<file path="src/rtl/hub75_scan_engine.sv">
// HUB75 scan engine: binary-coded modulation over BITS bitplanes, shifting the
// next bitplane while the previous one is on display, plus row-select chain drive.
//
// state | meaning
// IDLE  | panel dark, waiting for enable
// SHIFT | clocking one bitplane of one row into the column drivers
// WAIT  | shift finished, previous bitplane still on display
// LATCH | L0 row_clk, L1 lat, L2 load display time for the latched plane
module hub75_scan_engine #(
  parameter int CHANNELS = 4,
  parameter int COLS     = 128,
  parameter int ROWS     = 32,
  parameter int BITS     = 8,
  parameter int BASE_ON  = 16,
  parameter int AW       = $clog2(ROWS*COLS)
) (
  input  logic                       clk,
  input  logic                       rst_n,
  input  logic                       enable,
  output logic [AW-1:0]              rd_addr,
  input  logic [CHANNELS*3*BITS-1:0] rd_data,
  output logic [CHANNELS*3-1:0]      rgb,
  output logic                       clk_out,
  output logic                       lat,
  output logic                       blank,
  output logic                       row_clk,
  output logic                       row_data,
  output logic                       frame_start
);

  localparam int RW    = (ROWS > 1) ? $clog2(ROWS) : 1;
  localparam int PW    = (BITS > 1) ? $clog2(BITS) : 1;
  localparam int TW    = $clog2(2*COLS+1);
  localparam int DW    = $clog2(BASE_ON << (BITS-1)) + 1;
  localparam int LANES = CHANNELS*3;

  typedef enum logic [1:0] {S_IDLE, S_SHIFT, S_WAIT, S_LATCH} state_t;

  state_t          state, state_d;
  logic [TW-1:0]   t_q, t_inc;
  logic [1:0]      l_q;
  logic [RW-1:0]   row, row_n;
  logic [PW-1:0]   plane, plane_n;
  logic [DW-1:0]   disp_cnt;
  logic            stop_q;
  logic [AW-1:0]   row_base;
  logic [LANES-1:0] rgb_sel;
  logic            shift_done, latch_done, last_plane, last_row, frame_end, cnt_low, halt;

  for (genvar i = 0; i < LANES; i++) begin : g_lane
    logic [BITS-1:0] comp;
    assign comp       = rd_data[i*BITS +: BITS];
    assign rgb_sel[i] = comp[plane];
  end

  assign t_inc      = t_q + TW'(1);
  assign row_base   = AW'(row) * AW'(COLS);
  assign shift_done = (state == S_SHIFT) && (t_q == TW'(2*COLS));
  assign latch_done = (state == S_LATCH) && (l_q == 2'd2);
  assign last_plane = (plane == PW'(BITS-1));
  assign last_row   = (row == RW'(ROWS-1));
  assign frame_end  = last_plane && last_row;
  assign halt       = frame_end && !enable;
  // counter reaches zero on the coming edge, so the next state sees it expired
  assign cnt_low    = (disp_cnt <= DW'(1));

  always_comb begin
    plane_n = last_plane ? '0 : plane + PW'(1);
    row_n   = row;
    if (last_plane) row_n = last_row ? '0 : row + RW'(1);
  end

  always_comb begin
    state_d = state;
    case (state)
      S_IDLE:  if (enable) state_d = S_SHIFT;
      S_SHIFT: if (shift_done) state_d = cnt_low ? S_LATCH : S_WAIT;
      S_WAIT:  if (cnt_low) state_d = stop_q ? S_IDLE : S_LATCH;
      S_LATCH: if (latch_done) state_d = halt ? S_WAIT : S_SHIFT;
      default: state_d = S_IDLE;
    endcase
  end

  always_ff @(posedge clk or negedge rst_n) begin
    if (!rst_n) begin
      state    <= S_IDLE;
      t_q      <= '0;
      l_q      <= '0;
      row      <= '0;
      plane    <= '0;
      disp_cnt <= '0;
      stop_q   <= 1'b0;
      rd_addr  <= '0;
      rgb      <= '0;
      clk_out  <= 1'b0;
    end else begin
      state   <= state_d;
      clk_out <= 1'b0;
      if (disp_cnt != '0) disp_cnt <= disp_cnt - DW'(1);
      if (state != S_SHIFT) t_q <= '0;
      case (state)
        S_IDLE: begin
          if (enable) begin
            row     <= '0;
            plane   <= '0;
            rd_addr <= '0;
          end
        end
        S_SHIFT: begin
          t_q <= t_inc;
          // odd cycles capture data and present the next address; even cycles clock it out
          if (t_q[0]) begin
            rgb <= rgb_sel;
            if (t_q < TW'(2*COLS-1)) rd_addr <= row_base + AW'(t_inc[TW-1:1]);
          end else if (t_q != '0) begin
            clk_out <= 1'b1;
          end
        end
        S_WAIT: begin
          if (cnt_low && stop_q) stop_q <= 1'b0;
        end
        S_LATCH: begin
          l_q <= l_q + 2'd1;
          if (latch_done) begin
            l_q      <= '0;
            disp_cnt <= DW'(BASE_ON) << plane;
            row      <= row_n;
            plane    <= plane_n;
            stop_q   <= halt;
            if (!halt) rd_addr <= AW'(row_n) * AW'(COLS);
          end
        end
        default: ;
      endcase
    end
  end

  assign lat         = (state == S_LATCH) && (l_q == 2'd1);
  assign row_clk     = (state == S_LATCH) && (l_q == 2'd0) && (plane == '0);
  assign row_data    = row_clk && (row == '0);
  assign blank       = (state == S_IDLE) || (state == S_LATCH) || (disp_cnt == '0);
  assign frame_start = (state == S_SHIFT) && (t_q == '0) && (row == '0) && (plane == '0);

endmodule
</file>
<file path="config.mk">
export PLATFORM = sky130hd
export DESIGN_NAME = hub75_scan_engine
export DESIGN_NICKNAME = d
export VERILOG_FILES = /design/src/rtl/hub75_scan_engine.sv
export SDC_FILE = /design/constraint.sdc
export NUM_CORES = 1
export LEC_CHECK = 0
export ABC_CLOCK_PERIOD_IN_PS = 4900
export CAP_MARGIN = 20
export CELL_PAD_IN_SITES_DETAIL_PLACEMENT = 1
export CELL_PAD_IN_SITES_GLOBAL_PLACEMENT = 1
export CORE_ASPECT_RATIO = 1.2
export CORE_MARGIN = 3
export CORE_UTILIZATION = 38
export CTS_BUF_LIST = sky130_fd_sc_hd__clkbuf_16
export DETAILED_ROUTE_END_ITERATION = 12
export MAX_ROUTING_LAYER = met4
export PLACE_DENSITY_LB_ADDON = 0.1
export SLEW_MARGIN = 10
export SYNTH_ARGS = -nofsm -noshare
export SYNTH_HDL_FRONTEND = slang
export SYNTH_SLANG_ARGS = --single-unit
</file>
<file path="constraint.sdc">
create_clock -name clk -period 4.9 [get_ports clk]
set_clock_uncertainty 0.15 [all_clocks]
set_input_delay 0.98 -clock clk [delete_from_list [all_inputs] [get_ports clk]]
set_output_delay 0.98 -clock clk [all_outputs]
set_load 0.03 [all_outputs]
</file>
======== After elaboration in Yosys (flattened, before gate mapping) ========
Cells that the tools add are included.
Widths: inputs -> output; s select.
cells by class
  $add $sub $neg .......................... 6
  multiply operators ...................... 0
  div/mod/pow operators ................... 0
  $lt $le $gt $ge ......................... 3
  eq/ne operators ......................... 17
  shift-type cells ........................ 1
  mux-type cells .......................... 59
  bitwise logic cells ..................... 0
  reduce and logical (&&, ||, !) cells .... 32
operators by type and width
  operator               count
  $mux 12                8
  $bmux 1 s3             12
  $pmux 12 s3            1
  $mux 5                 4
  $mux 1                 18
  $mux 9                 2
  $ne 2x2->1 const B     8
  $mux 2                 7
  $add 12x8->12          1
  $le 12x1->1 const B    1
  $logic_and 1x1->1      12
  $logic_not 12->1       1
  $reduce_bool 12->1     1
  $shl 5x3->12 const A   1
  $sub 12x1->12 const B  1
  $pmux 5 s2             1
  $add 9x1->9 const B    1
  $eq 9x9->1 const B     1
  $logic_not 9->1        1
  $lt 9x8->1 const B     1
  $mux 3                 3
  $reduce_bool 9->1      1
  $pmux 2 s4             1
  $eq 2x2->1 const B     3
  other kinds (21)       27
storage, ports and cells
  register bits after elaboration ......... 59
  latch bits .............................. 0
  RAM bits ................................ 0
  bits in read-only memories .............. 0
  input bits .............................. 99
  logic and storage cells ................. 128
  memories ................................ 0

======== Depth between registers and ports, before layout ========
Gate-level depths: netlist of run 1.
  word-level depth ........................ 6
  mapped depth ............................ 10
  gate-level depth less buffers ........... 10

======== Worst setup path after synthesis of run 1 ========
OpenSTA, ideal clock, no wires.
  path kind ............................... flip-flop to output port
  start ................................... register t_q[0]
  end ..................................... output port frame_start
  data arrival time ....................... 2379 ps
  required time ........................... 3770 ps
  setup slack ............................. 1391 ps
  cell stages (with the launch flop) ...... 6
  path buffers ............................ 0
  cells stage by stage .................... dfrtp_1 inv_1 ha_1 or4b_2 nor2_1 nor4b_1
between the ends
  longest elaborated chain between the ends .. 4
RTL lines
  element                          RTL line  text
  start, declared                  40        logic [TW-1:0] t_q, t_inc;
  start signal, assigned           110       t_q <= t_inc;
  $logic_not 9->1                  142       assign frame_start = (state == S_SHIFT) && (t_q == '0) && (row == '0) && (plane == '0);
  $logic_and 1x1->1 (3 in series)  142
  end, declared                    28        output logic frame_start
No other way between the ends.

======== Worst setup path in the final report of run 1 ========
Same ends and word-level chain as after synthesis.

==> flow_summary.rst, run 1 <==
.. list-table::
   :header-rows: 1

   * - Metric
     - Value
   * - Asr flop ratio synth
     - 100%
   * - Post-CTS setup buffer count
     - 0
   * - Starting DRC count in detailed routing
     - 112
   * - DRT antenna net count
     - 0
   * - Cells resized by post-CTS repair
     - 0
   * - Count of buffers from port buffering
     - 128
   * - FF-to-FF Start
     - plane[0]
   * - Max Clock Freq
     - 0.246 GHz
   * - Routed vias
     - 3526
   * - Largest driver fanout on the critical path
     - 7
   * - Initial core utilization
     - 39.3%
   * - Layout cell share with drive strength beyond 1
     - 13.4%
   * - Post-synth design cell area
     - 3980 sq um
   * - Required time of the worst setup path
     - 3.77 ns
   * - WL final
     - 11900 microns
   * - Total die area
     - 11700 sq um
   * - Unrepaired setup endpoints after global routing
     - false
   * - Synth area leaders
     - sky130_fd_sc_hd__dfrtp_1, sky130_fd_sc_hd__mux4_2, sky130_fd_sc_hd__ha_1
   * - Seq/Total Area, Yosys
     - 37.1%
   * - Die boundary height
     - 118 microns
   * - Total of flip-flops plus latches after synthesis
     - 59
   * - Worst setup margin
     - 0.835 ns
   * - Post-Route Utilization
     - 55.9%
   * - Critical path, cell by cell
     - inv_1 > ha_1 > or4b_2 > nor2_1 > nor4b_1 > clkdlybuf4s50_1
   * - Path type of the worst min-delay path
     - reg -> reg
   * - N_diodes
     - 0
   * - Average vias per placed instance
     - 5.51
   * - Worst hold path startpoint
     - rd_addr[10]
   * - CTS Buf Count
     - 9
   * - Area share of the leading cell type in the synthesized netlist
     - 37.1%
   * - Clock network latency to the later pin of the worst-skew pair
     - 0.33 ns
   * - Cell count after placement
     - 624
   * - Post-CTS Hold Buffers
     - 0
   * - Critical Path End Type
     - output port
   * - Area growth syn-to-layout
     - 42.2%
   * - Global-route wire length before repair
     - 19700 microns
   * - Synth warnings
     - 0
   * - Largest stage delay on the critical path
     - 0.75 ns
   * - Post-Syn Area per Cell
     - 10.2 sq um
   * - Placement-stage cell area
     - 5350 sq um
   * - Initial antenna violation count
     - 0
   * - Number of failing setup endpoints in the final timing report
     - 0
   * - Fin crit share
     - 83.0%
   * - Status
     - complete, no violations
   * - Crit Path Class
     - reg -> out
   * - Post-route DRC
     - 0
   * - Die extent in x
     - 99.4 microns
   * - Transition time at the pin with the least slew margin
     - 0.878 ns
   * - Critical path startpoint category
     - register
   * - Setup TNS
     - 0 ns
   * - Leak pwr
     - 2.50 nW
   * - Number of I/O pins
     - 129
   * - Clock transition at the registers of the reported paths
     - 0.05 ns
   * - Relative slew slack
     - 41.5%
   * - Final min period
     - 4.07 ns
   * - Syn_nets
     - 509
   * - Data arrival at the endpoint of the critical path
     - 2.94 ns
   * - Number of global-route vias before repair
     - 3951
   * - Maximum number of pins on one net before global-route repair
     - 37
   * - Detailed-placement wirelength estimate
     - 9010 microns
   * - Number of max-cap violations
     - 0
   * - Number of enable flip-flop cells after synthesis
     - 0
   * - Max rail drop VDD
     - 114 uV
   * - Max-slew violation total from the final report
     - 0
   * - Final cell count without fillers
     - 640
   * - Leading register cell type out of synthesis
     - sky130_fd_sc_hd__dfrtp_1
   * - Clock Tree Buf Depth
     - 2
   * - CP Launch Point
     - t_q[0]
   * - Clock root buffer
     - sky130_fd_sc_hd__clkbuf_16
   * - # fillers
     - 1089
   * - Power density of the placed cells
     - 229 nW/um^2
   * - Final hold violations
     - 0
   * - Final design instance area without fill
     - 5650 sq um
   * - Yosys cell types
     - 59
   * - Hold Slack
     - 0.352 ns
   * - Post-Place Setup Slack
     - 1.23 ns
   * - Pwr Total
     - 1.29 mW
   * - Residual overflow from global routing
     - 0
   * - Synthesized instance count
     - 389
   * - Global-route usage over all layers
     - 21.9%
   * - H-tree depth reported by CTS
     - 3
   * - Core outline area
     - 10100 sq um
   * - Cell taking the most area after synthesis
     - sky130_fd_sc_hd__dfrtp_1
   * - Weighted congestion reported at the end of routability-driven placement
     - 0.834
   * - TritonCTS clock tree
     - done
   * - Row count
     - 40
   * - Average wire length per cell after detail routing
     - 18.7 microns
   * - Clock sinks
     - 59
   * - Cell with the biggest individual delay on the critical path
     - sky130_fd_sc_hd__clkdlybuf4s50_1
   * - Final net count
     - 629
   * - Router iterations before antenna repair
     - 4
cells in the final DEF (no fill, tap or decap), types with 3 or more instances in the layout:
master,instances
sky130_fd_sc_hd__a211oi_1,3
sky130_fd_sc_hd__a21o_1,3
sky130_fd_sc_hd__a21oi_1,13
sky130_fd_sc_hd__a31oi_1,13
sky130_fd_sc_hd__and2_1,4
sky130_fd_sc_hd__and3_1,6
sky130_fd_sc_hd__and3b_1,3
sky130_fd_sc_hd__buf_4,5
sky130_fd_sc_hd__clkbuf_16,9
sky130_fd_sc_hd__clkdlybuf4s50_1,127
sky130_fd_sc_hd__clkinv_2,3
sky130_fd_sc_hd__dfrtp_1,59
sky130_fd_sc_hd__ha_1,21
sky130_fd_sc_hd__inv_1,16
sky130_fd_sc_hd__mux2_2,12
sky130_fd_sc_hd__mux2i_1,4
sky130_fd_sc_hd__mux4_2,24
sky130_fd_sc_hd__nand2_1,50
sky130_fd_sc_hd__nand2b_1,6
sky130_fd_sc_hd__nand3_1,12
sky130_fd_sc_hd__nand3b_1,3
sky130_fd_sc_hd__nor2_1,27
sky130_fd_sc_hd__nor2b_1,6
sky130_fd_sc_hd__nor3_1,7
sky130_fd_sc_hd__nor4_1,4
sky130_fd_sc_hd__o21ai_0,13
sky130_fd_sc_hd__o31ai_1,4
sky130_fd_sc_hd__or4_1,3
sky130_fd_sc_hd__xnor2_1,6
sky130_fd_sc_hd__xor2_1,4
power breakdown:
part	total, mW	leakage [nW]	switching (mW)	internal [mW]
logic	0.133	1.64	0.0385	0.0945
registers	0.496	0.705	0.00352	0.493
clock network	0.663	0.154	0.225	0.438
registers in the layout, indices dropped and copies added, names as in the netlist:
signal,cells
l_q,2
disp_cnt,12
clk_out,1
state,2
plane,3
rgb,12
row,5
rd_addr,12
stop_q,1
t_q,9
per-layer routing:
metal  track usage (%)  wire length [microns]
met5                 -                      0
met4              7.09                    149
met3              4.74                    664
met2              36.8                   6100
met1              25.9                   5030
area by class of cell:
cell class | count | area [sq um] | share of cell area (%)
Timing Repair Buffer | 133 | 1310 | 23.2
Multi-Input combinational cell | 290 | 2340 | 41.3
Tap cell | 126 | 158 | 2.79
Inverter | 16 | 60.1 | 1.06
Clock buffer | 9 | 225 | 3.98
Clock inverter | 7 | 82.6 | 1.46
Sequential cell | 59 | 1480 | 26.1
Yosys cell counts, types with 3 or more instances:
cell and instances:
sky130_fd_sc_hd__and3_1 6, sky130_fd_sc_hd__buf_1 3, sky130_fd_sc_hd__xnor2_1 6, sky130_fd_sc_hd__nor2b_1 6, sky130_fd_sc_hd__a211oi_1 3, sky130_fd_sc_hd__nand3_1 12
sky130_fd_sc_hd__mux2_2 12, sky130_fd_sc_hd__o31ai_1 4, sky130_fd_sc_hd__nor2_1 27, sky130_fd_sc_hd__ha_1 21, sky130_fd_sc_hd__clkbuf_1 16, sky130_fd_sc_hd__and3b_1 3
sky130_fd_sc_hd__a31oi_1 13, sky130_fd_sc_hd__dfrtp_1 59, sky130_fd_sc_hd__inv_1 16, sky130_fd_sc_hd__and2_1 4, sky130_fd_sc_hd__mux4_2 24, sky130_fd_sc_hd__nand2_1 50
sky130_fd_sc_hd__nor4_1 4, sky130_fd_sc_hd__nand3b_1 3, sky130_fd_sc_hd__mux2i_1 4, sky130_fd_sc_hd__o21ai_0 13, sky130_fd_sc_hd__buf_2 4, sky130_fd_sc_hd__or4_1 3
sky130_fd_sc_hd__nand2b_1 6, sky130_fd_sc_hd__a21oi_1 13, sky130_fd_sc_hd__xor2_1 4, sky130_fd_sc_hd__a21o_1 3, sky130_fd_sc_hd__nor3_1 7
worst max-delay path, delay by kind of cell (launching register included):
family	cells	cell delay [ns]
buf+inv	2	0.87
fa+ha+maj	1	0.16
simple gates	3	1.13
flops	1	0.45
cell families (layout without fill, tap and decap cells):
family          after synthesis  count (layout)  share of synthesized area, %
compound gates               71              71                          12.6
xor+xnor                     10              10                          2.20
fa+ha+maj                    21              21                          6.61
buf+inv                      40             165                          4.09
flops                        59              59                          37.1
mux                          40              40                          18.0
simple gates                148             148                          19.3
final timing paths:
| check | depth (start not counted) | slack [ns] | to |
|---|---|---|---|
| worst max-delay path | 6 | 0.83 | frame_start |
| worst min-delay path | 1 | 0.35 | rd_addr[10] |
| worst max register to register | 7 | 1.86 | rd_addr[11] |
| worst min register to register | 1 | 0.35 | rd_addr[10] |
| max in group asynchronous | 2 | 3.14 | rd_addr[10] |
| min in group asynchronous | 1 | 0.61 | disp_cnt[3] |
(Power assumes the default switching activity.)
==> run 2, diff against run 1 <==
- ABC_CLOCK_PERIOD_IN_PS: 4900 -> 3400
- CORE_UTILIZATION: 38 -> 32
- clock period: 4.9 -> 3.4 ns (I/O delays scaled with it)
==> run 2 against run 1 <==
Net effect: global-route usage down 3.7 points; sequential power increased by 44%; sequential share of layout area down 0.18 points; wire length down 3.2%; design area rose by 0.69%; die area is 18% higher; register-to-register slack worse by 1.3 ns; final cell count is 5.2% higher; critical endpoint is now row_data; largest cell class unchanged.
==> flow_summary.rst, run 2 (synthesis gave the netlist of run 1 again) <==
.. list-table::
   :header-rows: 1

   * - Metric
     - Value
   * - Number of failing setup endpoints in the final timing report
     - 0
   * - Max-slew violation total from the final report
     - 0
   * - Critical Path End Type
     - output port
   * - Depth of the worst register-to-register path
     - 7
   * - N_diodes
     - 0
   * - Registers with the highest flip-flop counts
     - disp_cnt (12), rd_addr (12), rgb (12)
   * - Global-route usage over all layers
     - 18.2%
   * - Post-Place Setup Slack
     - 0.476 ns
   * - Commonest non-fill, non-tap cell in the layout
     - sky130_fd_sc_hd__clkdlybuf4s50_1
   * - Worst setup margin
     - 0.194 ns
   * - CTS Buf Count
     - 9
   * - Max Clock Freq
     - 0.312 GHz
   * - TritonCTS clock tree
     - done
   * - Path type of the worst min-delay path
     - in -> async
   * - Post-CTS Hold Buffers
     - 0
   * - Power density of the placed cells
     - 310 nW/um^2
   * - Leak pwr
     - 2.50 nW
   * - Post-route DRC
     - 0
   * - Unrepaired setup endpoints after global routing
     - false
   * - Required time of the worst setup path
     - 2.57 ns
   * - Reg2reg end
     - rd_addr[2]
   * - Maximum number of pins on one net before global-route repair
     - 46
   * - Number of max-cap violations
     - 0
   * - WL final
     - 11600 microns
   * - Most frequent cells in the layout
     - sky130_fd_sc_hd__clkdlybuf4s50_1, sky130_fd_sc_hd__dfrtp_1, sky130_fd_sc_hd__nand2_1
   * - Residual overflow from global routing
     - 0
   * - Detailed-placement wirelength estimate
     - 8900 microns
   * - Minimum setup slack among reg-to-reg paths
     - 0.59 ns
   * - Clock network latency to the later pin of the worst-skew pair
     - 0.33 ns
   * - Final hold violations
     - 0
   * - Clock Tree Buf Depth
     - 2
   * - Initial core utilization
     - 33.6%
   * - Routed vias
     - 3527
   * - H-tree depth reported by CTS
     - 3
   * - Global-route wire length before repair
     - 19200 microns
   * - Count of buffers from port buffering
     - 128
   * - FF-to-FF Start
     - row[0]
   * - Final design instance area without fill
     - 5690 sq um
   * - Average vias per placed instance
     - 5.24
   * - Internal power contribution
     - 1.40 mW
   * - Relative slew slack
     - 57.1%
   * - Weighted congestion reported at the end of routability-driven placement
     - 0.828
   * - Crit Path Class
     - reg -> out
   * - Post-Route Utilization
     - 48.1%
   * - Area growth syn-to-layout
     - 43.1%
   * - Clock sinks
     - 59
   * - Critical path startpoint category
     - register
   * - Clock share of power
     - 48.6%
   * - CP Launch Point
     - plane[0]
   * - Die extent in x
     - 108 microns
   * - Initial antenna violation count
     - 0
   * - Number of I/O pins
     - 129
   * - Switch share
     - 20.9%
   * - Die boundary height
     - 128 microns
   * - Final min period
     - 3.21 ns
   * - Max rail drop VDD
     - 264 uV
   * - Average wire length per cell after detail routing
     - 17.2 microns
   * - Clock transition at the registers of the reported paths
     - 0.06 ns
   * - Largest driver fanout on the critical path
     - 3
   * - Row count
     - 43
   * - P_sw
     - 369 uW
   * - Number of global-route vias before repair
     - 3948
   * - Transition time at the pin with the least slew margin
     - 0.639 ns
   * - Worst setup path endpoint
     - row_data
   * - Router iterations before antenna repair
     - 5
   * - Setup TNS
     - 0 ns
   * - Data arrival at the endpoint of the critical path
     - 2.38 ns
   * - Final net count
     - 633
   * - Fin crit share
     - 94.3%
   * - Total die area
     - 13800 sq um
   * - Clock root buffer
     - sky130_fd_sc_hd__clkbuf_16
   * - Comb pwr share
     - 10.8%
   * - Core outline area
     - 11800 sq um
   * - DRT antenna net count
     - 0
   * - Starting DRC count in detailed routing
     - 114
   * - Status
     - complete, no violations
   * - Part of the power in registers
     - 40.6%
   * - Layout cell share with drive strength beyond 1
     - 14.5%
   * - Placement-stage cell area
     - 5410 sq um
-- run 2: cell types whose count changed in the layout (fill, tap and decap cells not counted), sizes merged --
cell | before | now
clkdlybuf4s50 | 127 | 125
buf | 6 | 12
bufinv | 2 | 1
clkinv | 5 | 4
-- run 2: area by class of cell --
type | count | area (sq um)
Clock buffer | 9 | 225
Clock inverter | 5 | 46.3
Fill cell | 1335 | 6140
Inverter | 16 | 60.1
Multi-Input combinational cell | 290 | 2350
Sequential cell | 59 | 1480
Tap cell | 157 | 196
Timing Repair Buffer | 137 | 1340
-- run 2: critical path, stage by stage (launching register included) --
cell and delay (ns):
sky130_fd_sc_hd__dfrtp_1 0.37, sky130_fd_sc_hd__inv_1 0.09, sky130_fd_sc_hd__ha_1 0.17, sky130_fd_sc_hd__nor2b_1 0.30
sky130_fd_sc_hd__nand3_1 0.20, sky130_fd_sc_hd__nor3_1 0.20, sky130_fd_sc_hd__clkdlybuf4s50_1 0.71
-- run 2: how the worst min path moves through the flow --
stage                  end         from  depth (start not counted)  slack, ns
3_5_place_dp   rd_addr[11]  rd_addr[11]                          1       0.34
6_report       disp_cnt[3]        rst_n                          1        0.1
2_1_floorplan      clk_out        rst_n                          0       0.23
5_1_grt        disp_cnt[3]        rst_n                          1       0.11
3_3_place_gp   rd_addr[11]  rd_addr[11]                          1       0.34
4_1_cts        disp_cnt[3]        rst_n                          1        0.1
-- run 2: stage by stage --
stage	hold WS [ns]	cells	total power, mW
CTS	0.0992	673	1.79
global route	0.113	673	1.84
detailed placement	0.345	659	0.923
finish	0.0955	673	1.76
floorplan	0.234	389	0.774
global placement	0.339	659	0.919
-- run 2: power by group through the flow --
| stage | clock, mW | combinational, mW | sequential, mW |
|---|---|---|---|
| CTS | 0.883 | 0.195 | 0.716 |
| global placement | 0 | 0.191 | 0.728 |
| detailed placement | 0 | 0.195 | 0.728 |
| floorplan | 0 | 0.0331 | 0.741 |
| global route | 0.918 | 0.205 | 0.716 |
| finish | 0.858 | 0.190 | 0.716 |
-- run 2: metal layers --
metal,GRT usage (%),wire [microns]
met1,22.1,5070
met3,3.88,633
met2,30.0,5600
met5,-,0
met4,6.17,259
-- run 2: repair_timing --
action                     in CTS  in global routing
gates resized for setup         0                  3
buffers inserted                0                  0
setup endpoints to repair       0                  2
==> run 3, diff against run 2 <==
- ABC_CLOCK_PERIOD_IN_PS: 3400 -> 3200
- CAP_MARGIN: 20 -> default
- CORE_ASPECT_RATIO: 1.2 -> default
- CORE_UTILIZATION: 32 -> 35
- clock period: 3.4 -> 3.2 ns (I/O delays scaled with it)
==> run 3 against run 2 <==
Net effect: die area decreased by 8.2%; register-to-register slack got worse by 0.24 ns; clock-buffer cell count did not move; worst setup slack got worse by 0.046 ns; final cell count is 1.8% lower; critical path depth stayed put; worst hold slack improved by 0.26 ns; critical endpoint is now frame_start.
==> flow_summary.rst, run 3 (synthesis gave the netlist of run 1 again) <==
.. list-table::
   :header-rows: 1

   * - Metric
     - Value
   * - Required time of the worst setup path
     - 2.41 ns
   * - Starting DRC count in detailed routing
     - 120
   * - Core outline area
     - 11000 sq um
   * - Registers with the highest flip-flop counts
     - disp_cnt (12), rd_addr (12), rgb (12)
   * - TritonCTS clock tree
     - done
   * - Setup TNS
     - 0 ns
   * - Commonest non-fill, non-tap cell in the layout
     - sky130_fd_sc_hd__clkdlybuf4s50_1
   * - Layout cell share with drive strength beyond 1
     - 15.4%
   * - CTS Buf Count
     - 9
   * - Count of buffers from port buffering
     - 128
   * - Number of max-cap violations
     - 0
   * - Number of failing setup endpoints in the final timing report
     - 0
   * - N_diodes
     - 0
   * - Clock network latency to the later pin of the worst-skew pair
     - 0.32 ns
   * - Clock Tree Buf Depth
     - 2
   * - Row count
     - 38
   * - Average wire length per cell after detail routing
     - 18.4 microns
   * - Final net count
     - 636
   * - Post-CTS setup buffer count
     - 0
   * - Initial core utilization
     - 36.2%
   * - Critical Path End Type
     - output port
   * - Router iterations before antenna repair
     - 4
   * - Max-slew violation total from the final report
     - 0
   * - Global-route usage over all layers
     - 20.7%
   * - Average vias per placed instance
     - 5.42
   * - Clock transition at the registers of the reported paths
     - 0.05 ns
   * - Die extent in x
     - 113 microns
   * - Maximum number of pins on one net before global-route repair
     - 31
   * - # fillers
     - 1198
   * - WL final
     - 12200 microns
   * - Max rail drop VDD
     - 284 uV
   * - Number of I/O pins
     - 129
   * - Status
     - complete, no violations
   * - Routed vias
     - 3584
   * - Crit Path Class
     - reg -> out
   * - Final hold violations
     - 0
   * - H-tree depth reported by CTS
     - 3
   * - Weighted congestion reported at the end of routability-driven placement
     - 0.878
   * - Most frequent cells in the layout
     - sky130_fd_sc_hd__clkdlybuf4s50_1, sky130_fd_sc_hd__dfrtp_1, sky130_fd_sc_hd__nand2_1
   * - Data arrival at the endpoint of the critical path
     - 2.26 ns
   * - Initial antenna violation count
     - 0
   * - Clock sinks
     - 59
   * - Leak pwr
     - 2.58 nW
   * - Depth of the worst register-to-register path
     - 7
   * - DRT antenna net count
     - 0
   * - Max Clock Freq
     - 0.328 GHz
   * - Largest driver fanout on the critical path
     - 7
   * - Total die area
     - 12700 sq um
   * - Final min period
     - 3.05 ns
   * - Path type of the worst min-delay path
     - reg -> reg
   * - Detailed-placement wirelength estimate
     - 9330 microns
   * - Relative slew slack
     - 61.5%
   * - Critical path startpoint category
     - register
   * - Area growth syn-to-layout
     - 45.1%
   * - Power density of the placed cells
     - 356 nW/um^2
   * - Unrepaired setup endpoints after global routing
     - false
   * - Number of global-route vias before repair
     - 4034
   * - Global-route wire length before repair
     - 20300 microns
   * - Transition time at the pin with the least slew margin
     - 0.572 ns
   * - Die boundary height
     - 113 microns
   * - Hold Slack
     - 0.354 ns
   * - Number of stages on the worst hold path
     - 1
   * - Residual overflow from global routing
     - 0
   * - Fin crit share
     - 95.4%
   * - Clock root buffer
     - sky130_fd_sc_hd__clkbuf_16
   * - Post-route DRC
     - 0
## run 3: final cells by class
type,instances,area [sq um],area share (%)
multi-input cells,290,2350,40.7
flip-flops and latches,59,1480,25.6
repair buffers,140,1370,23.8
clock buffers,9,225,3.90
well taps,140,175,3.04
clock inverters,7,108,1.87
inverters,16,60.1,1.04
## run 3: worst max-delay path: stages, from the launching register on
cell,delay (ns)
sky130_fd_sc_hd__dfrtp_1,0.45
sky130_fd_sc_hd__inv_1,0.11
sky130_fd_sc_hd__ha_1,0.14
sky130_fd_sc_hd__or4b_2,0.59
sky130_fd_sc_hd__nor2_1,0.16
sky130_fd_sc_hd__nor4b_2,0.26
sky130_fd_sc_hd__buf_4,0.21
## run 3: report_power, final
| part | total [mW] | switching (mW) | internal [mW] |
|---|---|---|---|
| registers | 0.759 | 0.00458 | 0.755 |
| logic | 0.206 | 0.0599 | 0.146 |
| clock network | 1.09 | 0.335 | 0.751 |
## run 3: final timing paths
path	start	endpoint	slack (ns)
max	t_q[0]	frame_start	0.15
min	rd_addr[10]	rd_addr[10]	0.35
max reg2reg	row[0]	rd_addr[9]	0.35
min reg2reg	rd_addr[10]	rd_addr[10]	0.35
max in group asynchronous	rst_n	plane[0]	1.73
min in group asynchronous	rst_n	disp_cnt[2]	0.52
## run 3: repair_timing
item / CTS / global route
endpoints found under the setup margin: 2 / 4
resized for setup: 2 / 4
hold endpoints to repair: 4 / 0
hold buffers: 1 / 0
## run 3: per-layer routing
metal | global-route usage, % | part of all wire (%)
met3 | 3.29 | 5.5
met5 | - | 0
met2 | 33.7 | 48
met1 | 26.0 | 45
met4 | 7.61 | 1.9
## run 3: metrics by stage
step	setup WS [ns]	std cells	cell area, sq um	utilization (%)	total power [mW]
after CTS	0.0245	661	5750	52.4	2.07
after global routing	0.0228	661	5770	52.5	2.13
after detailed placement	0.304	644	5410	49.2	0.981
final	0.148	661	5770	52.5	2.05
after global placement	0.402	644	5410	49.2	0.976
after floorplan	0.0314	389	3980	-	0.822
